## src/rtl/pcpi_pkg.sv

```systemverilog
// ---------------------------------------------------------------------------
// pcpi_pkg
// Shared types and constants for the multi-channel PCPI dispatcher.
//   state_e          : dispatcher FSM states
//   OPC_OP_FP        : RISC-V OP-FP major opcode (FPU channel)
//   OPC_CUSTOM0      : RISC-V custom-0 major opcode (accelerator channel)
//   PCPI_ACK_WINDOW  : cycles the picorv32 core waits for wait/ready before
//                      raising the illegal-instruction trap
//   MAX_CP           : largest supported channel count (3-bit channel index)
// ---------------------------------------------------------------------------
package pcpi_pkg;

  typedef enum logic [1:0] {
    ST_IDLE  = 2'd0,
    ST_ACK   = 2'd1,
    ST_BUSY  = 2'd2,
    ST_DRAIN = 2'd3
  } state_e;

  localparam logic [6:0] OPC_OP_FP   = 7'h53;
  localparam logic [6:0] OPC_CUSTOM0 = 7'h0B;

  localparam int unsigned PCPI_ACK_WINDOW = 16;
  localparam int unsigned MAX_CP          = 8;

endpackage

```

## src/rtl/pcpi_match_decoder.sv

```systemverilog
// ---------------------------------------------------------------------------
// pcpi_match_decoder
// Combinational instruction decoder: each channel i claims the instruction
// when (insn & MATCH_MASK[i]) == MATCH_VAL[i]. When several channels claim
// it, the lowest index wins.
// Ports:
//   insn   in   32      instruction word offered by the core
//   hit    out  1       at least one channel matches
//   sel    out  3       index of the lowest matching channel (0 if no hit)
//   grant  out  NUM_CP  one-hot of sel, all zero when there is no hit
// ---------------------------------------------------------------------------
module pcpi_match_decoder #(
  parameter int                    NUM_CP     = 2,
  parameter logic [NUM_CP*32-1:0]  MATCH_VAL  = {32'h0000000B, 32'h00000053},
  parameter logic [NUM_CP*32-1:0]  MATCH_MASK = {32'h0000007F, 32'h0000007F}
) (
  input  logic [31:0]       insn,
  output logic              hit,
  output logic [2:0]        sel,
  output logic [NUM_CP-1:0] grant
);

  logic [NUM_CP-1:0] match;

  always_comb begin
    match = '0;
    for (int i = 0; i < NUM_CP; i++) begin
      match[i] = ((insn & MATCH_MASK[32*i +: 32]) == MATCH_VAL[32*i +: 32]);
    end
  end

  // Scan from the top down so the last assignment is the lowest match.
  always_comb begin
    hit   = |match;
    sel   = '0;
    grant = '0;
    for (int i = NUM_CP - 1; i >= 0; i--) begin
      if (match[i]) begin
        sel      = 3'(i);
        grant    = '0;
        grant[i] = 1'b1;
      end
    end
  end

endmodule

```

## src/rtl/pcpi_dispatch.sv

```systemverilog
// ---------------------------------------------------------------------------
// pcpi_dispatch
// Routes instructions from the picorv32 PCPI port to one of NUM_CP
// coprocessors, with a declined-instruction window, a busy-timeout watchdog,
// abort on core withdrawal and a sticky timeout error.
//
// Handshake (all outputs registered):
//   The core holds pcpiValidIn with a stable instruction until it sees
//   pcpiReadyOut or gives up and drops valid. A dispatch raises exactly one
//   cpValidOut bit together with pcpiWaitOut one edge after valid is seen.
//   The selected coprocessor answers with cpReadyIn (result done, one beat)
//   or cpWaitIn (accepted, still working) within ACK_CYCLES cycles;
//   otherwise the instruction is declined silently. Completion produces a
//   single-cycle pcpiReadyOut with pcpiWrOut/pcpiRdOut captured from the
//   selected channel. After any end of an instruction the dispatcher waits
//   for pcpiValidIn to fall before it will accept another one.
//
// Ports:
//   clkIn, rstLowIn              clock, asynchronous active-low reset
//   pcpiValidIn/InstIn/Rs1In/Rs2In   core request
//   pcpiWrOut/RdOut/WaitOut/ReadyOut core response
//   cpValidOut [NUM_CP]          one-hot valid to coprocessors
//   cpInstOut/Rs1Out/Rs2Out      latched request, broadcast to all channels
//   cpWrIn/RdIn/WaitIn/ReadyIn   per-channel response (RdIn packed 32/chan)
//   errClrIn                     clears the sticky timeout flag
//   errTimeoutOut, errChanOut    sticky timeout flag, channel of last timeout
//   dbg_state                    current FSM state (pcpi_pkg::state_e)
// ---------------------------------------------------------------------------
module pcpi_dispatch
  import pcpi_pkg::*;
#(
  parameter int                    NUM_CP         = 2,
  parameter logic [NUM_CP*32-1:0]  MATCH_VAL      = {32'h0000000B, 32'h00000053},
  parameter logic [NUM_CP*32-1:0]  MATCH_MASK     = {32'h0000007F, 32'h0000007F},
  parameter int                    ACK_CYCLES     = 4,
  parameter int                    TIMEOUT_CYCLES = 255
) (
  input  logic                 clkIn,
  input  logic                 rstLowIn,
  input  logic                 pcpiValidIn,
  input  logic [31:0]          pcpiInstIn,
  input  logic [31:0]          pcpiRs1In,
  input  logic [31:0]          pcpiRs2In,
  output logic                 pcpiWrOut,
  output logic [31:0]          pcpiRdOut,
  output logic                 pcpiWaitOut,
  output logic                 pcpiReadyOut,
  output logic [NUM_CP-1:0]    cpValidOut,
  output logic [31:0]          cpInstOut,
  output logic [31:0]          cpRs1Out,
  output logic [31:0]          cpRs2Out,
  input  logic [NUM_CP-1:0]    cpWrIn,
  input  logic [NUM_CP*32-1:0] cpRdIn,
  input  logic [NUM_CP-1:0]    cpWaitIn,
  input  logic [NUM_CP-1:0]    cpReadyIn,
  input  logic                 errClrIn,
  output logic                 errTimeoutOut,
  output logic [2:0]           errChanOut,
  output logic [1:0]           dbg_state
);

  localparam int ACK_W  = $clog2(ACK_CYCLES + 1);
  localparam int BUSY_W = $clog2(TIMEOUT_CYCLES + 1);
  localparam logic [ACK_W-1:0]  ACK_LAST  = ACK_W'(ACK_CYCLES - 1);
  localparam logic [BUSY_W-1:0] BUSY_LAST = BUSY_W'(TIMEOUT_CYCLES - 1);

  state_e              state_q;
  logic [2:0]          sel_q;
  logic [ACK_W-1:0]    ack_cnt;
  logic [BUSY_W-1:0]   busy_cnt;

  logic                dec_hit;
  logic [2:0]          dec_sel;
  logic [NUM_CP-1:0]   dec_grant;

  logic                sel_ready;
  logic                sel_wait;
  logic                sel_wr;
  logic [31:0]         sel_rd;

  assign dbg_state = state_q;

  pcpi_match_decoder #(
    .NUM_CP     (NUM_CP),
    .MATCH_VAL  (MATCH_VAL),
    .MATCH_MASK (MATCH_MASK)
  ) u_decoder (
    .insn  (pcpiInstIn),
    .hit   (dec_hit),
    .sel   (dec_sel),
    .grant (dec_grant)
  );

  // Only the latched channel is ever looked at; other channels are muted here.
  always_comb begin
    sel_ready = 1'b0;
    sel_wait  = 1'b0;
    sel_wr    = 1'b0;
    sel_rd    = '0;
    for (int i = 0; i < NUM_CP; i++) begin
      if (sel_q == 3'(i)) begin
        sel_ready = cpReadyIn[i];
        sel_wait  = cpWaitIn[i];
        sel_wr    = cpWrIn[i];
        sel_rd    = cpRdIn[32*i +: 32];
      end
    end
  end

  always_ff @(posedge clkIn or negedge rstLowIn) begin
    if (!rstLowIn) begin
      state_q       <= ST_IDLE;
      sel_q         <= '0;
      ack_cnt       <= '0;
      busy_cnt      <= '0;
      cpValidOut    <= '0;
      cpInstOut     <= '0;
      cpRs1Out      <= '0;
      cpRs2Out      <= '0;
      pcpiWaitOut   <= 1'b0;
      pcpiReadyOut  <= 1'b0;
      pcpiWrOut     <= 1'b0;
      pcpiRdOut     <= '0;
      errTimeoutOut <= 1'b0;
      errChanOut    <= '0;
    end else begin
      // Ready and write-enable are single-cycle pulses.
      pcpiReadyOut <= 1'b0;
      pcpiWrOut    <= 1'b0;

      // Clear first so a timeout raised below in the same cycle wins.
      if (errClrIn) errTimeoutOut <= 1'b0;

      case (state_q)
        ST_IDLE: begin
          if (pcpiValidIn && dec_hit) begin
            cpInstOut   <= pcpiInstIn;
            cpRs1Out    <= pcpiRs1In;
            cpRs2Out    <= pcpiRs2In;
            sel_q       <= dec_sel;
            cpValidOut  <= dec_grant;
            pcpiWaitOut <= 1'b1;
            ack_cnt     <= '0;
            state_q     <= ST_ACK;
          end
        end

        ST_ACK: begin
          if (!pcpiValidIn) begin
            cpValidOut  <= '0;
            pcpiWaitOut <= 1'b0;
            state_q     <= ST_IDLE;
          end else if (sel_ready) begin
            pcpiReadyOut <= 1'b1;
            pcpiWrOut    <= sel_wr;
            pcpiRdOut    <= sel_rd;
            cpValidOut   <= '0;
            pcpiWaitOut  <= 1'b0;
            state_q      <= ST_DRAIN;
          end else if (sel_wait) begin
            busy_cnt <= '0;
            state_q  <= ST_BUSY;
          end else if (ack_cnt == ACK_LAST) begin
            // Declined: the core's own ack window turns this into a trap.
            cpValidOut  <= '0;
            pcpiWaitOut <= 1'b0;
            state_q     <= ST_DRAIN;
          end else begin
            ack_cnt <= ack_cnt + 1'b1;
          end
        end

        ST_BUSY: begin
          if (!pcpiValidIn) begin
            cpValidOut  <= '0;
            pcpiWaitOut <= 1'b0;
            state_q     <= ST_IDLE;
          end else if (sel_ready) begin
            pcpiReadyOut <= 1'b1;
            pcpiWrOut    <= sel_wr;
            pcpiRdOut    <= sel_rd;
            cpValidOut   <= '0;
            pcpiWaitOut  <= 1'b0;
            state_q      <= ST_DRAIN;
          end else if (busy_cnt == BUSY_LAST) begin
            cpValidOut    <= '0;
            pcpiWaitOut   <= 1'b0;
            errTimeoutOut <= 1'b1;
            errChanOut    <= sel_q;
            state_q       <= ST_DRAIN;
          end else begin
            busy_cnt <= busy_cnt + 1'b1;
          end
        end

        ST_DRAIN: begin
          // Hold off until the core releases the instruction so it is
          // never dispatched twice.
          if (!pcpiValidIn) state_q <= ST_IDLE;
        end

        default: state_q <= ST_IDLE;
      endcase
    end
  end

endmodule

```

## config.mk

```make
export PLATFORM = sky130hd
export DESIGN_NAME = pcpi_dispatch
export DESIGN_NICKNAME = d
export VERILOG_FILES = /design/src/rtl/pcpi_pkg.sv /design/src/rtl/pcpi_match_decoder.sv /design/src/rtl/pcpi_dispatch.sv
export SDC_FILE = /design/constraint.sdc
export NUM_CORES = 1
export LEC_CHECK = 0
export CAP_MARGIN = 20
export CELL_PAD_IN_SITES_DETAIL_PLACEMENT = 0
export CELL_PAD_IN_SITES_GLOBAL_PLACEMENT = 1
export CORE_MARGIN = 2
export CORE_UTILIZATION = 31
export CTS_BUF_LIST = sky130_fd_sc_hd__clkbuf_8 sky130_fd_sc_hd__clkbuf_16
export DETAILED_ROUTE_END_ITERATION = 6
export HOLD_SLACK_MARGIN = 0.02
export PLACE_DENSITY_LB_ADDON = 0.1
export RECOVER_POWER = 25
export SLEW_MARGIN = 40
export SYNTH_ARGS = -nofsm -noshare
export SYNTH_HDL_FRONTEND = slang
export SYNTH_SLANG_ARGS = --single-unit
```

## constraint.sdc

```tcl
create_clock -name clkIn -period 2.5 [get_ports clkIn]
set_input_delay 0.5 -clock clkIn [delete_from_list [all_inputs] [get_ports clkIn]]
set_output_delay 0.5 -clock clkIn [all_outputs]
set_load 0.005 [all_outputs]
```

==> results.py, run 1 <==
metrics = {
    "placed_design": {
        "portBuffers": 306,
        "place_hpwl_mm": 14.10,
        "dp_cells": 1050,
        "place_congestion": 0.7820,
        "post-place-ws_ps": -103.4,
    },
    "power": {
        "powerDensity_nw_per_um2": 851.4,
        "leakage_uw": 0.004677,
        "report.power.total_uw": 8967,
        "peakVddDrop_mv": 0.4569,
    },
    "grt": {
        "grt_pass1_wl_mm": 28.72,
        "grt_use_total_pct": 16.99,
        "globalRouteOverflowTotal": 0,
        "grt_max_degree": 66,
        "initial_antenna_violation_count": 0,
        "first_global_vias": 5300,
    },
    "die": {
        "ports": 309,
        "die_height_um": 147.8,
        "rows": 52,
        "floorplan.core_area_um2": 20230,
        "start_util_pct": 31.68,
        "die-area_um2": 21850,
        "die_w_um": 147.8,
    },
    "timing": {
        "max_freq_mhz": 449.1,
        "setup_ws_ps": 273.4,
        "count_of_final_hold_check_violations": 0,
        "max_slew_vio_count": 0,
        "slew_at_the_pin_closest_to_its_max_slew_limit_ps": 1455,
        "finalCritPeriodShare_pct": 89.07,
        "rsz_0062_raised_after_global_routing": "no",
        "final-setup-viol-count": 0,
        "final.setup.tns_ps": 0,
        "finalWorstPathRequiredPeriod_ps": 2227,
        "relSlewSlack_pct": 3.007,
        "clock_skew_ps": 9.956,
    },
    "cts": {
        "clockBufferDepth": 2,
        "cts.hold.buffers_added": 0,
        "cts.sink_count": 149,
        "clkTransAtPathRegs_ps": 60,
        "cts_made_buffers": 17,
        "insertion_delay_of_the_later_clocked_pin_in_the_worst_skew_pair_ps": 420,
        "tritoncts_clock_tree": "built",
        "cts.root.buffer_cell": "clkbuf_16",
        "post-cts-setup-buffer-count": 0,
        "post_cts_resize_count": 0,
        "h_tree_levels": 4,
    },
    "worst_setup_path": {
        "critPathSlowestCell": "a2111oi_0",
        "worst_path_largest_cell_delay_ps": 510,
        "worst_flop_to_flop_path_endpoint": "busy_cnt[7]",
        "regToRegStartpoint": "dbg_state[1]",
        "worst_r2r_path_depth": 8,
        "cp_num_buf_inv": 2,
        "critical_path_peak_fanout": 10,
        "crit_path_start_kind": "flip-flop",
        "worstSetupEndpointType": "flip-flop",
        "r2r_slack_ps": 270,
        "timing.critical_path.cells": "inv_1, ha_1, mux2_2, o31ai_2, buf_4, a2111oi_0, xnor2_1, nor2_1",
        "critical_path_arrival_ps": 2500,
        "crit_family": "compound AO/OA/AOI/OAI gates",
        "critPathRequiredTime_ps": 2780,
        "crit_type": "reg2reg",
    },
    "final_layout": {
        "count_of_fill_cells_added_during_filler_insertion": 1775,
        "synthToLayoutAreaGrowth_pct": 64.29,
        "fin_nets": 979,
        "diodes": 0,
        "post_route_cells_drive_above_1_share_pct": 19.95,
        "finalNonFillerCells": 1082,
    },
    "synthesis": {
        "synth-warning-count": 0,
        "yosys-top-cells-area": "dfrtp_1, mux2_2, mux2i_1",
        "cell_with_the_most_instances_after_synthesis": "dfrtp_1",
        "yosysUniqueCellTypes": 49,
        "synthSimpleGateAreaFrac_pct": 6.304,
        "post-synth-top-area-fraction_pct": 58.16,
        "post-synth-top-area-cell": "dfrtp_1",
        "yosys.area_share.xor_xnor_pct": 0.8197,
        "synth_enable_flop_cells": 0,
        "syn_area_per_cell_um2": 13.50,
        "synth_top_cells_by_count": "dfrtp_1, mux2_2, nor2_1",
        "post_synthesis_compound_gate_area_fraction_pct": 5.874,
        "synth-adder-area-share_pct": 1.952,
        "netlist_instances": 475,
        "synthFlopType": "dfrtp_1",
        "synthMuxAreaShare_pct": 24.10,
        "mappedNetlistArea_um2": 6411,
        "yosys_reg_bits": 149,
        "synth_async_sr_flop_share_pct": 100.0,
        "ys_seq_area_share_pct": 58.16,
        "main_combinational_cell_family_by_area_after_synthesis": "multiplexers",
    },
    "route": {
        "drtAntennaViolNets": 0,
        "detailedRoute.firstPassIterationCount": 4,
        "vias": 4838,
        "number_of_vias_per_cell_after_detailed_routing": 4.471,
        "route.final.wire_length_mm": 18.42,
        "detail_route.wl_per_cell_um": 17.03,
        "dr.first_iter.drc_count": 91,
        "detail_route.drc_violations": 0,
    },
    "min_path": {
        "min_path_type": "in2async",
    },
    "run": {
        "cap_violations": 0,
    },
    "outcome": {
        "status": "finished, final reports clean",
    },
}
-- layout make-up --
class	count	area [µm²]	share of cell area (%)
Clock buffer	20	466.7	4.431
Tap cell	270	337.8	3.207
Multi-Input combinational cell	292	2530	24.02
Clock inverter	12	150.1	1.426
Timing Repair Buffer	329	3281	31.15
Inverter	10	37.54	0.3564
Sequential cell	149	3730	35.41
-- sequential cells by signal, summed over array words and instances (netlist names) --
signal	count
pcpiWaitOut	1
cpInstOut	32
cpValidOut	2
ack_cnt	3
pcpiRdOut	32
sel_q	1
pcpiReadyOut	1
busy_cnt	8
cpRs2Out	32
errTimeoutOut	1
cpRs1Out	32
pcpiWrOut	1
dbg_state	2
errChanOut	1
-- how the worst max path moves through the flow --
| stage | startpoint | endpoint | slack, ps | cells after the start |
|---|---|---|---|---|
| floorplan | pcpiInstIn[4] | cpValidOut[0] | 430 | 5 |
| global placement | pcpiInstIn[3] | cpInstOut[16] | -90 | 7 |
| detailed placement | pcpiInstIn[3] | cpInstOut[26] | -100 | 7 |
| CTS | dbg_state[1] | busy_cnt[7] | 280 | 8 |
| global route | dbg_state[1] | busy_cnt[7] | 100 | 8 |
| finish | dbg_state[1] | busy_cnt[7] | 270 | 8 |
-- placed cells by master (no fill, tap or decap), types with 4 or more instances in the layout --
master,instances
nand2_1,9
mux2i_1,37
o21ai_0,4
inv_1,11
mux2_2,71
buf_12,4
xnor2_1,6
nor2_1,44
nand3_1,7
ha_1,10
mux2_4,22
clkdlybuf4s50_1,305
clkbuf_16,17
buf_4,17
a21oi_1,35
dfrtp_1,148
a211oi_1,4
-- where the power goes --
| part | leakage [µW] | switching, µW | internal, µW | total (µW) |
|---|---|---|---|---|
| Clock | 0.000304 | 1020 | 1650 | 2670 |
| Combinational | 0.00242 | 1170 | 1840 | 3000 |
| Sequential | 0.00195 | 328 | 2970 | 3300 |
-- stage by stage --
stage,util [%],hold WS (ps),area (µm²)
after detailed placement,49.16,460.6,9947
after CTS,52.21,58.89,10560
after global routing,52.05,509.6,10530
after global placement,49.13,449.9,9941
after floorplan,-,204.4,6415
final,52.05,421.8,10530
-- metal layers --
metal,track usage (%),wire length (µm)
met1,18.12,6651
met2,29.47,9473
met3,8.395,2048
met4,5.524,251
met5,0,0
-- cell families after synthesis --
group,after synthesis
DFF,149
muxes,133
and+or+nand+nor,83
AOI/OAI and AO/OA,58
buffers and inverters,35
adders and majority gates,10
xor gates and xnor gates,6
other,1
Note: power is estimated with default switching activity, not from simulation.
==> inputs of run 2 (changes only) <==
--- a/config.mk
+++ b/config.mk
@@ -5,17 +5,17 @@
 export SDC_FILE = /design/constraint.sdc
 export NUM_CORES = 1
 export LEC_CHECK = 0
+export ABC_AREA = 1
 export CAP_MARGIN = 20
 export CELL_PAD_IN_SITES_DETAIL_PLACEMENT = 0
 export CELL_PAD_IN_SITES_GLOBAL_PLACEMENT = 1
 export CORE_MARGIN = 2
-export CORE_UTILIZATION = 31
+export CORE_UTILIZATION = 29
 export CTS_BUF_LIST = sky130_fd_sc_hd__clkbuf_8 sky130_fd_sc_hd__clkbuf_16
 export DETAILED_ROUTE_END_ITERATION = 6
 export HOLD_SLACK_MARGIN = 0.02
 export PLACE_DENSITY_LB_ADDON = 0.1
 export RECOVER_POWER = 25
-export SLEW_MARGIN = 40
 export SYNTH_ARGS = -nofsm -noshare
 export SYNTH_HDL_FRONTEND = slang
 export SYNTH_SLANG_ARGS = --single-unit
==> results.py, run 2 <==
metrics = {
    "synthesis": {
        "mappedNetlistArea_um2": 6457,
        "main_combinational_cell_family_by_area_after_synthesis": "simple AND/OR/NAND/NOR gates",
        "yosys_reg_bits": 149,
        "syn_area_per_cell_um2": 8.474,
        "netlist_instances": 762,
        "synthMuxAreaShare_pct": 0,
        "synth_enable_flop_cells": 0,
        "synth_top_cells_by_count": "nand2_1, dfrtp_1, nor2_1",
        "ys_seq_area_share_pct": 57.74,
        "yosys-top-cells-area": "dfrtp_1, nand2_1, a31oi_1",
        "post_synthesis_compound_gate_area_fraction_pct": 4.844,
        "post-synth-top-area-cell": "dfrtp_1",
        "synthFlopType": "dfrtp_1",
        "synth-adder-area-share_pct": 1.938,
        "synth_async_sr_flop_share_pct": 100.0,
        "yosysUniqueCellTypes": 27,
        "synthSimpleGateAreaFrac_pct": 29.10,
        "post-synth-top-area-fraction_pct": 57.74,
        "yosys.area_share.xor_xnor_pct": 0.5425,
        "cell_with_the_most_instances_after_synthesis": "nand2_1",
        "synth-warning-count": 0,
    },
    "timing": {
        "finalCritPeriodShare_pct": 77.60,
        "setup_ws_ps": 560.0,
        "finalWorstPathRequiredPeriod_ps": 1940,
        "final-setup-viol-count": 0,
        "rsz_0062_raised_after_global_routing": "no",
        "max_freq_mhz": 515.5,
        "relSlewSlack_pct": 12.06,
        "clock_skew_ps": 15.89,
        "final.setup.tns_ps": 0,
        "count_of_final_hold_check_violations": 0,
        "max_slew_vio_count": 0,
        "slew_at_the_pin_closest_to_its_max_slew_limit_ps": 1319,
    },
    "grt": {
        "initial_antenna_violation_count": 2,
        "grt_use_met2_pct": 28.47,
        "grt_use_total_pct": 17.60,
        "globalRouteOverflowTotal": 0,
        "grt_pass1_wl_mm": 32.40,
        "met1_usage_pct": 22.24,
        "first_global_vias": 5743,
        "global_route.peak_usage_layer": "met2",
        "grt_max_degree": 75,
        "grt_use_met3_pct": 5.387,
    },
    "worst_setup_path": {
        "crit_type": "in2async",
        "crit_path_end": "cpRs2Out[21]",
        "regToRegStartpoint": "dbg_state[1]",
        "critPathRequiredTime_ps": 3080,
        "worst_flop_to_flop_path_endpoint": "cpValidOut[1]",
        "timing.critical_path.cells": "dlygate4sd3_1, clkbuf_2, buf_4",
        "worst_setup_path_startpoint": "rstLowIn",
        "worst_r2r_path_depth": 10,
        "worstSetupEndpointType": "async pin",
        "critical_path_peak_fanout": 49,
        "crit_path_start_kind": "input pin",
        "r2r_slack_ps": 620,
        "critPathSlowestCell": "clkbuf_2",
        "worst_path_largest_cell_delay_ps": 970,
        "critical_path_arrival_ps": 2520,
    },
    "die": {
        "ports": 309,
        "die_w_um": 153.2,
        "rows": 54,
        "floorplan.core_area_um2": 21820,
        "die-area_um2": 23480,
        "start_util_pct": 29.59,
        "die_height_um": 153.2,
    },
    "power": {
        "report.power.total_uw": 9190,
        "powerDensity_nw_per_um2": 882.2,
        "peakVddDrop_mv": 0.4479,
        "leakage_uw": 0.005001,
    },
    "placed_design": {
        "portBuffers": 306,
        "dp_cells": 1325,
        "place_hpwl_mm": 14.88,
        "place_congestion": 0.7460,
        "post-place-ws_ps": 228.7,
    },
    "cts": {
        "h_tree_levels": 4,
        "insertion_delay_of_the_later_clocked_pin_in_the_worst_skew_pair_ps": 430,
        "tritoncts_clock_tree": "built",
        "clockBufferDepth": 2,
        "cts.sink_count": 149,
        "post-cts-setup-buffer-count": 0,
        "cts.root.buffer_cell": "clkbuf_16",
        "clkTransAtPathRegs_ps": 60,
        "cts_made_buffers": 17,
    },
    "outcome": {
        "status": "finished, final reports clean",
    },
    "route": {
        "drtAntennaViolNets": 0,
        "vias": 5914,
        "number_of_vias_per_cell_after_detailed_routing": 4.352,
        "dr.first_iter.drc_count": 276,
        "detail_route.drc_violations": 0,
        "detailedRoute.firstPassIterationCount": 4,
        "route.final.wire_length_mm": 20.38,
        "detail_route.wl_per_cell_um": 15.00,
    },
    "final_layout": {
        "count_of_fill_cells_added_during_filler_insertion": 2185,
        "synthToLayoutAreaGrowth_pct": 61.33,
        "utilization_after_layout_pct": 47.74,
        "layout.cells.most_common": "nand2_1",
        "post_route_cells_drive_above_1_share_pct": 5.844,
        "fin_nets": 1245,
        "final_cell_mix": "nand2_1, clkdlybuf4s50_1, dfrtp_1",
        "finalNonFillerCells": 1359,
    },
    "min_path": {
        "min_path_type": "reg2reg",
    },
    "run": {
        "cap_violations": 0,
    },
}
run 2: cell count changes after synthesis, moves of 7 or more:
cell / before / now
nand2_1: 9 / 405
mux2_4: 22 / 0
a21oi_1: 35 / 2
buf_2: 5 / 13
mux2_2: 71 / 0
mux2i_1: 37 / 0
a31oi_1: 1 / 33
nand3_1: 7 / 16
buf_1: 7 / 0
inv_1: 10 / 23
run 2: where the power goes:
group	switching, µW	leakage [µW]	internal (µW)
combinational	1410	0.00275	1740
clock	1070	0.000307	1610
sequential	333	0.00194	3030
run 2: repair_timing:
| action | in CTS | in global routing |
|---|---|---|
| resized for setup | 0 | 0 |
| hold endpoints to repair | 12 | 0 |
| hold buffers | 1 | 0 |
run 2: layout make-up:
type | instances | area (µm²) | share of cell area (%)
Antenna cell | 1 | 2.502 | 0.02402
Inverter | 28 | 105.1 | 1.009
Timing Repair Buffer | 322 | 3256 | 31.25
Tap cell | 280 | 350.3 | 3.363
Clock buffer | 18 | 439.2 | 4.216
Clock inverter | 14 | 170.2 | 1.633
Sequential cell | 149 | 3729 | 35.79
Multi-Input combinational cell | 547 | 2366 | 22.71
run 2: routing by layer:
layer | wire length, µm | part of all wire, %
met5 | 13 | 0.064
met4 | 405 | 2.0
met3 | 1386 | 6.8
met2 | 9953 | 49
met1 | 8623 | 42
run 2: worst min-delay path by stage:
stage	startpoint	end	slack [ps]	depth (start not counted)
after global routing	cpInstOut[17]	cpInstOut[17]	480	2
after floorplan	rstLowIn	ack_cnt[0]	200	0
after CTS	cpInstOut[1]	cpInstOut[1]	470	1
after global placement	cpInstOut[1]	cpInstOut[1]	450	1
final	cpInstOut[1]	cpInstOut[1]	470	1
after detailed placement	cpInstOut[1]	cpInstOut[1]	460	1
run 2: through the flow:
stage	cell area (µm²)	hold WS [ps]
6_report	10420	466.1
5_1_grt	10420	483.0
4_1_cts	10420	471.0
3_5_place_dp	9802	455.0
3_3_place_gp	9802	448.9
2_1_floorplan	6461	204.4
run 2: logic make-up (layout without fill, tap and decap cells):
logic type | Yosys count | after routing
compound gates | 49 | 49
fa+ha+maj | 10 | 10
xor+xnor | 4 | 4
simple gates | 482 | 482
buf+inv | 67 | 382
flops | 149 | 149
other cells | 1 | 3
run 2: worst max-delay path, delay by kind of cell:
| family | cells | cell delay (ps) |
|---|---|---|
| buf+inv | 3 | 1990 |
